--- config.mk ---
export PLATFORM = sky130hd
export DESIGN_NAME = hamming_secded_rx
export DESIGN_NICKNAME = d
export VERILOG_FILES = /design/src/rtl/hamming_secded_rx.sv
export SDC_FILE = /design/constraint.sdc
export NUM_CORES = 1
export LEC_CHECK = 0
export CAP_MARGIN = 20
export CORE_AREA = 2 2 96 52
export CTS_CLUSTER_DIAMETER = 100
export DETAILED_ROUTE_END_ITERATION = 16
export DIE_AREA = 0 0 98 54
export GPL_ROUTABILITY_DRIVEN = 0
export PLACE_DENSITY = 0.77
export SYNTH_ARGS = -nofsm -noshare
export SYNTH_HDL_FRONTEND = slang
export SYNTH_SLANG_ARGS = --single-unit
--- constraint.sdc ---
create_clock -name clk -period 2.8 [get_ports clk]
set_input_delay 0.42 -clock clk [delete_from_list [all_inputs] [get_ports clk]]
set_output_delay 0.42 -clock clk [all_outputs]
set_load 0.05 [all_outputs]
--- src/rtl/hamming_secded_rx.sv ---
`default_nettype none
// ============================================================================
//  Module   : hamming_secded_rx
//  Purpose  : Bit-serial receiver for start/stop framed Hamming SEC-DED
//             codewords. It oversamples the line with a programmable baud
//             divider and samples each bit near its middle. Single-bit errors
//             are corrected, double-bit errors are flagged, and the stop bit
//             is checked. The decoded word is offered on a valid/ready port.
//  Ports    : clk, rst_n (sync, active low)   - clock / reset
//             data_in                         - async serial line, idle high
//             data_out[K], out_valid, out_ready - decoded word handshake
//             syndrome[P], corrected, uncorrectable - status of held word
//             frame_err, overrun                - one-clock event pulses
//             busy                              - receiver not idle
//  Revision : 1.0 - initial parametrised release
// ============================================================================
module hamming_secded_rx #(
  parameter int K   = 8,
  parameter int P   = 4,
  parameter int DIV = 16
) (
  input  logic         clk,
  input  logic         rst_n,
  input  logic         data_in,
  output logic [K-1:0] data_out,
  output logic         out_valid,
  input  logic         out_ready,
  output logic [P-1:0] syndrome,
  output logic         corrected,
  output logic         uncorrectable,
  output logic         frame_err,
  output logic         overrun,
  output logic         busy
);

  localparam int N  = K + P + 1;
  localparam int CW = $clog2(DIV);
  localparam int IW = $clog2(N);

  localparam logic [CW-1:0] C_CNT_HALF = CW'(DIV / 2 - 1);
  localparam logic [CW-1:0] C_CNT_FULL = CW'(DIV - 1);
  localparam logic [IW-1:0] C_IDX_LAST = IW'(N - 1);

  // Every check-bit position must exist and the syndrome must be able to
  // address every Hamming position.
  generate
    if ((2 ** P) < (K + P + 1)) begin : g_bad_p_small
      $error("hamming_secded_rx: 2**P must be >= K+P+1");
    end
    if ((2 ** (P - 1)) > (K + P)) begin : g_bad_p_large
      $error("hamming_secded_rx: P too large, top check bit falls outside codeword");
    end
    if ((DIV < 4) || ((DIV % 2) != 0)) begin : g_bad_div
      $error("hamming_secded_rx: DIV must be even and >= 4");
    end
  endgenerate

  // Codeword position of data bit d: d-th non-power-of-two index in 1..N-1.
  function automatic int data_pos(input int d);
    int cnt;
    int pos;
    cnt = 0;
    pos = 0;
    for (int i = 1; i < N; i++) begin
      if ((i & (i - 1)) != 0) begin
        if (cnt == d) pos = i;
        cnt = cnt + 1;
      end
    end
    return pos;
  endfunction

  typedef enum logic [2:0] {
    S_IDLE      = 3'd0,
    S_START     = 3'd1,
    S_DATA      = 3'd2,
    S_STOP      = 3'd3,
    S_WAIT_HIGH = 3'd4
  } state_t;

  // --------------------------------------------------------------------------
  // Registers
  // --------------------------------------------------------------------------
  logic          sync1_q, rx_s_q, rx_prev_q;
  state_t        state_q, state_d;
  logic [CW-1:0] cnt_q, cnt_d;
  logic [IW-1:0] idx_q, idx_d;
  logic [N-1:0]  cw_q, cw_d;
  logic [K-1:0]  data_q, data_d;
  logic [P-1:0]  syn_q, syn_d;
  logic          corr_q, corr_d;
  logic          unc_q, unc_d;
  logic          valid_q, valid_d;
  logic          ferr_q, ferr_d;
  logic          ovr_q, ovr_d;

  logic          stop_good;
  logic          stop_bad;

  // --------------------------------------------------------------------------
  // Decode of the captured codeword (only consumed on the stop-sample cycle)
  // --------------------------------------------------------------------------
  logic [P-1:0]  syn_w;
  logic          par_w;
  logic          in_range_w;
  logic [N-1:0]  fixed_w;
  logic          corr_w;
  logic          unc_w;
  logic [K-1:0]  dec_data_w;

  always_comb begin
    syn_w      = '0;
    par_w      = ^cw_q;
    in_range_w = 1'b0;
    fixed_w    = cw_q;
    for (int i = 1; i < N; i++) begin
      if (cw_q[i]) syn_w = syn_w ^ P'(i);
    end
    // The flip is only applied when the parity says an odd number of bits
    // changed; a syndrome beyond the codeword can only come from >1 error.
    for (int i = 0; i < N; i++) begin
      if (syn_w == P'(i)) begin
        in_range_w = 1'b1;
        if (par_w) fixed_w[i] = ~cw_q[i];
      end
    end
    corr_w = par_w & in_range_w;
    unc_w  = par_w ? ~in_range_w : (syn_w != '0);
  end

  generate
    for (genvar d = 0; d < K; d++) begin : g_extract
      localparam int C_POS = data_pos(d);
      assign dec_data_w[d] = fixed_w[C_POS];
    end
  endgenerate

  // --------------------------------------------------------------------------
  // Receive FSM
  // --------------------------------------------------------------------------
  always_comb begin
    state_d   = state_q;
    cnt_d     = cnt_q;
    idx_d     = idx_q;
    cw_d      = cw_q;
    stop_good = 1'b0;
    stop_bad  = 1'b0;
    case (state_q)
      S_IDLE: begin
        if (rx_prev_q && !rx_s_q) begin
          state_d = S_START;
          cnt_d   = C_CNT_HALF;
        end
      end
      S_START: begin
        if (cnt_q == '0) begin
          if (!rx_s_q) begin
            state_d = S_DATA;
            cnt_d   = C_CNT_FULL;
            idx_d   = '0;
          end else begin
            state_d = S_IDLE;
          end
        end else begin
          cnt_d = cnt_q - CW'(1);
        end
      end
      S_DATA: begin
        if (cnt_q == '0) begin
          for (int i = 0; i < N; i++) begin
            if (idx_q == IW'(i)) cw_d[i] = rx_s_q;
          end
          cnt_d = C_CNT_FULL;
          if (idx_q == C_IDX_LAST) begin
            state_d = S_STOP;
          end else begin
            idx_d = idx_q + IW'(1);
          end
        end else begin
          cnt_d = cnt_q - CW'(1);
        end
      end
      S_STOP: begin
        if (cnt_q == '0) begin
          if (rx_s_q) begin
            stop_good = 1'b1;
            state_d   = S_IDLE;
          end else begin
            stop_bad  = 1'b1;
            state_d   = S_WAIT_HIGH;
          end
        end else begin
          cnt_d = cnt_q - CW'(1);
        end
      end
      S_WAIT_HIGH: begin
        // A held-low line (break) must not look like a fresh start bit.
        if (rx_s_q) state_d = S_IDLE;
      end
      default: state_d = S_IDLE;
    endcase
  end

  // --------------------------------------------------------------------------
  // Output holding register and handshake
  // --------------------------------------------------------------------------
  always_comb begin
    data_d  = data_q;
    syn_d   = syn_q;
    corr_d  = corr_q;
    unc_d   = unc_q;
    valid_d = valid_q;
    ferr_d  = stop_bad;
    ovr_d   = 1'b0;
    if (stop_good) begin
      if (!valid_q || out_ready) begin
        data_d  = dec_data_w;
        syn_d   = syn_w;
        corr_d  = corr_w;
        unc_d   = unc_w;
        valid_d = 1'b1;
      end else begin
        ovr_d = 1'b1;
      end
    end else if (valid_q && out_ready) begin
      valid_d = 1'b0;
    end
  end

  always_ff @(posedge clk) begin
    if (!rst_n) begin
      sync1_q   <= 1'b1;
      rx_s_q    <= 1'b1;
      rx_prev_q <= 1'b1;
      state_q   <= S_IDLE;
      cnt_q     <= '0;
      idx_q     <= '0;
      cw_q      <= '0;
      data_q    <= '0;
      syn_q     <= '0;
      corr_q    <= 1'b0;
      unc_q     <= 1'b0;
      valid_q   <= 1'b0;
      ferr_q    <= 1'b0;
      ovr_q     <= 1'b0;
    end else begin
      sync1_q   <= data_in;
      rx_s_q    <= sync1_q;
      rx_prev_q <= rx_s_q;
      state_q   <= state_d;
      cnt_q     <= cnt_d;
      idx_q     <= idx_d;
      cw_q      <= cw_d;
      data_q    <= data_d;
      syn_q     <= syn_d;
      corr_q    <= corr_d;
      unc_q     <= unc_d;
      valid_q   <= valid_d;
      ferr_q    <= ferr_d;
      ovr_q     <= ovr_d;
    end
  end

  assign data_out      = data_q;
  assign syndrome      = syn_q;
  assign corrected     = corr_q;
  assign uncorrectable = unc_q;
  assign out_valid     = valid_q;
  assign frame_err     = ferr_q;
  assign overrun       = ovr_q;
  assign busy          = (state_q != S_IDLE);

endmodule
`default_nettype wire

Word level (Yosys, flattened, before mapping)

Index checks and enable logic that the tools add are counted.
W data, S select, Z words.

Multiplexer cells: 70
Bitwise logic cells: 21
$mul: 0
Equality and inequality tests: 39
Shifts and indexed selects: 0
Div/mod/pow operators: 0
Add/subtract/negate cells: 2
Reductions and logical operators: 35
Order comparisons: 0

Operators by type and width:

| kind                  | count |
|---|---|
| $mux W4               | 14 |
| $reduce_and A3 Y1     | 14 |
| $eq A4 B4 Y1 const B  | 10 |
| $mux W1               | 39 |
| $mux W3               | 11 |
| $eq A4 B3 Y1 const B  | 8 |
| $ne A2 B2 Y1 const B  | 9 |
| $eq A4 B2 Y1 const B  | 4 |
| $pmux W4 S4           | 1 |
| $pmux W3 S5           | 1 |
| $reduce_xor A13 Y1    | 1 |
| $logic_not A4 Y1      | 3 |
| $not A2 Y2            | 6 |
| $not A1 Y1            | 9 |
| $eq A4 B1 Y1 const B  | 2 |
| $pmux W4 S2           | 1 |
| $reduce_bool A4 Y1    | 2 |
| $eq A3 B2 Y1 const B  | 2 |
| $mux W2               | 3 |
| $not A3 Y3            | 2 |
| $reduce_and A2 Y1     | 3 |
| $reduce_and A6 Y1     | 1 |
| $reduce_and A5 Y1     | 1 |
| $add A4 B1 Y4 const B | 1 |
| 14 further kinds      | 19 |

Memories kept: 0
Output and inout port bits: 18
Bits in latches: 0
Register bits: 44
RAM bits: 0
Logic and storage cells: 193
Memory bits (read-only): 0

Longest topological paths before layout

Depth in word-level cells: 36
Depth in mapped cells: 10
Gate-level depth less buffers: 8

Worst setup path after synthesis

No wires, ideal clock.

Kind: register to register
Start point: reg cnt_q[0]
End point: reg syn_q[1], in the netlist syndrome[1]
Required time: 2.684 ns
Arrival: 1.851 ns
Slack: 0.833 ns
Stages on the path, launching flop included: 11
Cells stage by stage: dfxtp_1 -> inv_1 -> ha_1 -> nor3b_1 -> nand2_1 -> nor4_1 -> and2b_1 -> clkbuf_8 -> clkbuf_8 -> nand2_1 -> o211a_1

Longest elaborated chain between the ends: 4

RTL lines:

| what                        | line | text |
|---|---|---|
| start: declaration          | 86   | `logic [CW-1:0] cnt_q, cnt_d;` |
| start signal: assignment    | 251  | `cnt_q <= cnt_d;` |
| $logic_not A4 Y1            | 184  | `if (cnt_q == '0) begin` |
| $mux W1                     | 184  |  |
| $mux W1                     | 148  | `case (state_q)` |
| $reduce_and A2 Y1 (no line) | n/a  |  |
| end signal: assignment      | 255  | `syn_q <= syn_d;` |
| end: declaration            | 90   | `logic [P-1:0] syn_q, syn_d;` |

Every way passes these cells.
A chain may end at the register's enable or synchronous reset.

Worst setup path in the final report

Start point: reg cnt_q[0]
End point: reg unc_q, in the netlist uncorrectable

Longest elaborated chain between the ends: 4

RTL lines:

| what                        | line | text |
|---|---|---|
| $logic_not A4 Y1            | 184  |  |
| $mux W1                     | 184  |  |
| $mux W1                     | 148  |  |
| $reduce_and A2 Y1 (no line) | n/a  |  |
| end signal: assignment      | 257  | `unc_q <= unc_d;` |
| end: declaration            | 92   | `logic unc_q, unc_d;` |

Every way passes these cells.

==> implementation parameters <==
Parameter                              Value

Logic synthesis
  Combinational family with the most area after synthesis ... simple AND/OR/NAND/NOR gates
  Most used flip-flop cell after synthesis ... sky130_fd_sc_hd__dfxtp_1
  Net Count, Synth ... 278
  Share of synthesized cell area in and, or, nand and nor gates ... 22.62%
  Yosys reg bits ... 44
  Avg Inst Size Synth ... 9.131 um2
  Xor-xnor portion of the synthesized cell area ... 14.77%
  Seq/Total Area, Yosys ... 35.86%
  Synth Warn # ... 0
  Adder and majority gate portion of the synthesized area ... 2.547%
  Mux cell area share after synthesis ... 6.113%
  Share of the synthesized area in compound gates (AO/OA/AOI/OAI) ... 13.45%
  Proportion of synthesized flip-flops having asynchronous set or reset ... 0%
  Mapped cell area ... 2456 um2
  Number of enable-type register cells in the synthesized netlist ... 0
  Number of distinct library cells after synthesis ... 50
  Cell count after synthesis ... 269

Routing
  Average wire per cell in the routed design ... 14.00 um
  Post-detailed-route DRC marker count ... 0
  Via density ... 5.486
  First-pass iteration count of the detailed router ... 4
  Number of violations reported at the end of detailed-routing iteration 0 ... 140
  Total vias in the final route ... 1,920
  Post-route antenna net violation count ... 0
  Total length of routed wires ... 4899 um

Clock network
  Buffer cell driving the clock tree root ... sky130_fd_sc_hd__clkbuf_8
  Clock latency on the worst-skew pair ... 0.30 ns
  Post-CTS clock slew at the launch and capture registers of the worst setup and hold paths ... 0.09 ns
  CTS tree ... built
  H-tree depth ... 2
  CTS buffer count ... 5
  Cells resized by post-CTS repair ... 0
  Sinks on Clock Net ... 44
  Number of buffers between clock root and the deepest sink ... 2
  Postcts setup bufs ... 0
  Post-CTS Hold Fix Bufs ... 0

Critical path
  Cell count of the worst reg-to-reg path ... 9
  CP max FO ... 26
  Worst path required time ... 3.01 ns
  Cell with the largest stage delay on the worst path ... sky130_fd_sc_hd__nor3b_1
  Critical path endpoint category ... flop
  Cells along the critical path ... inv_1, ha_1, nor3b_1, nand2_1, nor4_1, and2b_1, buf_4, o2111ai_1, o32ai_1
  Critical register-to-register path startpoint ... cnt_q[0]
  Reg-to-reg endpoint ... uncorrectable
  Delay of the slowest critical-path stage ... 0.38 ns
  Worst Setup Path Type ... flop to flop
  Type of element launching the critical path ... flop
  CP Data Arrival Time ... 2.63 ns
  Flop-to-flop setup slack ... 0.37 ns

Timing
  Top achievable clock speed ... 0.4120 GHz
  Finish-stage setup viols ... 0
  Final Cycle Share ... 86.69%
  Total Neg Setup Slack ... 0 ns
  Transition time of the tightest slew-check pin ... 0.6148 ns
  Hold violation total from the final report ... 0
  Largest clock skew in the final design ... 0.008951 ns
  Shortest period the worst path allows ... 2.427 ns
  Final max-slew violation count ... 0
  Slew Limit Headroom ... 58.96%
  Post-route setup slack ... 0.3726 ns
  Unrepaired setup endpoints after global routing ... no

Finish
  Final #Nets ... 298
  Area growth from synthesis to layout ... 13.96%
  Final antenna diode count ... 0
  Share of cells above drive strength 1 ... 7.931%
  Fillcell total ... 397
  FF/Latch Area ... 880.8 um2
  Final core utilization ... 61.22%
  Area taken by multi-input logic gates ... 1461 um2
  Finished Layout Cells ... 350

Global routing
  Antenna violations before repair ... 0
  Remaining global-route overflow ... 0
  All-Layer GR Usage ... 20.16%
  Largest net degree at the start of global routing ... 27
  Vias in the first global route ... 1,702
  First-pass GRT wire length ... 8307 um

Floorplanning
  Number of top-level pins ... 22
  Placeable core region ... 4572 um2
  Rows ... 18
  Vertical extent of the die ... 54 um
  Total Die Area ... 5292 um2
  Initial Utilization ... 53.72%
  Overall die width ... 98 um

Placed design
  Pre-CTS worst setup slack ... 0.4475 ns
  Post-DP HPWL ... 3492 um
  Number of buffer cells added on primary ports ... 21
  Post-Place Cells ... 342

Min path
  Cells on Worst Hold Path ... 1
  Min-delay worst type ... flop to flop
  Startpoint of the worst hold path ... sync1_q
  Hold path endpoint ... rx_s_q

Pwr
  Fraction of power spent switching nets ... 23.47%
  Clk pwr share ... 40.4%
  Power per Cell Area ... 436.2 nW/um2
  Psw ... 0.0002865 W
  Leak pwr ... 1.128 nW
  Proportion of power drawn by flip-flops and latches ... 53.0%
  Total power draw ... 0.001221 W
  Portion of total power attributed to combinational logic ... 6.6%
  Pint ... 0.0009343 W
  Maximum VDD drop ... 355.8 uV

Status
  Outcome ... complete, no violations

Flow run
  Max capacitance violation total ... 0
metal layers:
layer	global-route usage (%)	vias up	wire, um
met4	6.481	0	44
met5	0	-	0
met1	30.31	885	2723
li1	-	979	-
met3	4.805	4	278
met2	28.08	52	1852
kinds of logic after synthesis:
family | after synthesis
DFF | 44
muxes | 15
xor gates and xnor gates | 28
adders and majority gates | 5
and+or+nand+nor | 103
buffers and inverters | 20
AOI/OAI and AO/OA | 54
metrics by stage:
stage	cell area [um2]	hold slack (ns)
final	2799	0.4536
after global routing	2799	0.4764
after CTS	2799	0.4607
after detailed placement	2688	0.4315
after global placement	2688	0.4323
after floorplan	2456	0.3863
worst max-delay path by stage:
stage / from / slack (ns) / cells past startpoint / endpoint
2_1_floorplan: cnt_q[0] / 0.83 / 10 / syndrome[1]
3_3_place_gp: cnt_q[0] / 0.61 / 9 / uncorrectable
3_5_place_dp: cnt_q[0] / 0.45 / 9 / uncorrectable
4_1_cts: cnt_q[0] / 0.42 / 9 / uncorrectable
5_1_grt: cnt_q[0] / 0.10 / 9 / uncorrectable
6_report: cnt_q[0] / 0.37 / 9 / uncorrectable
cell usage after synthesis (all sizes together) (2+ instances only):
master,count,area [um2]
a21oi,17,85.08
a31oi,2,12.51
and2,2,12.51
and2b,2,15.01
and3,3,18.77
and4,3,26.28
buf,2,16.26
clkbuf,10,67.57
dfxtp,44,880.8
ha,5,62.56
inv,8,30.03
mux2i,15,150.1
nand2,17,66.32
nand2b,8,50.05
nand3,13,65.06
nor2,15,56.30
nor2b,19,118.9
nor3,9,45.04
nor4,5,31.28
o211a,4,40.04
o21a,2,15.01
o21ai,19,95.09
or2,2,12.52
xnor2,13,166.4
xnor3,3,68.81
xor2,12,127.6
layout by cell type, fill, tap and decap left out, drive strengths merged, types with 2 or more instances in the layout:
cell,count
nor2b,19
nand2b,8
and3,3
a31oi,2
and2b,2
or2,2
nand3,13
o21a,2
o211a,4
and4,3
nor4,5
clkdlybuf4s50,21
mux2i,15
xnor3,3
nand2,17
xor2,12
and2,2
inv,8
o21ai,19
dfxtp,44
ha,5
nor3,9
xnor2,13
buf,4
clkbuf,5
a21oi,17
nor2,15
sequential cells by signal, summed over array words and instances, names as in the netlist, 3 cells and up:
signal	count
data_out	8
idx_q	4
cnt_q	4
syndrome	4
cw_q	13
state_q	3
worst max-delay path: cells and delay by family (launching register included):
kind	cells	cell delay, ns
simple gates	4	1.08
compound gates	2	0.40
flops	1	0.35
buf+inv	2	0.32
fa+ha+maj	1	0.19
power groups by stage:
stage	combinational, W	clock, W	sequential (W)
after global routing	0.0000884	0.000529	0.000649
after detailed placement	0.0000793	0	0.000661
after global placement	0.0000778	0	0.000661
final	0.0000802	0.000493	0.000647
after CTS	0.0000795	0.000507	0.000647
after floorplan	0.0000605	0	0.000657
cell type report:
class | count | area share [%]
Clock buffer | 5 | 2.459
Tap cell | 60 | 2.682
Multi-Input combinational cell | 205 | 52.21
Sequential cell | 44 | 31.47
Clock inverter | 3 | 1.520
Inverter | 8 | 1.073
Timing Repair Buffer | 25 | 8.583
Note: power is estimated with default switching activity, not from simulation.
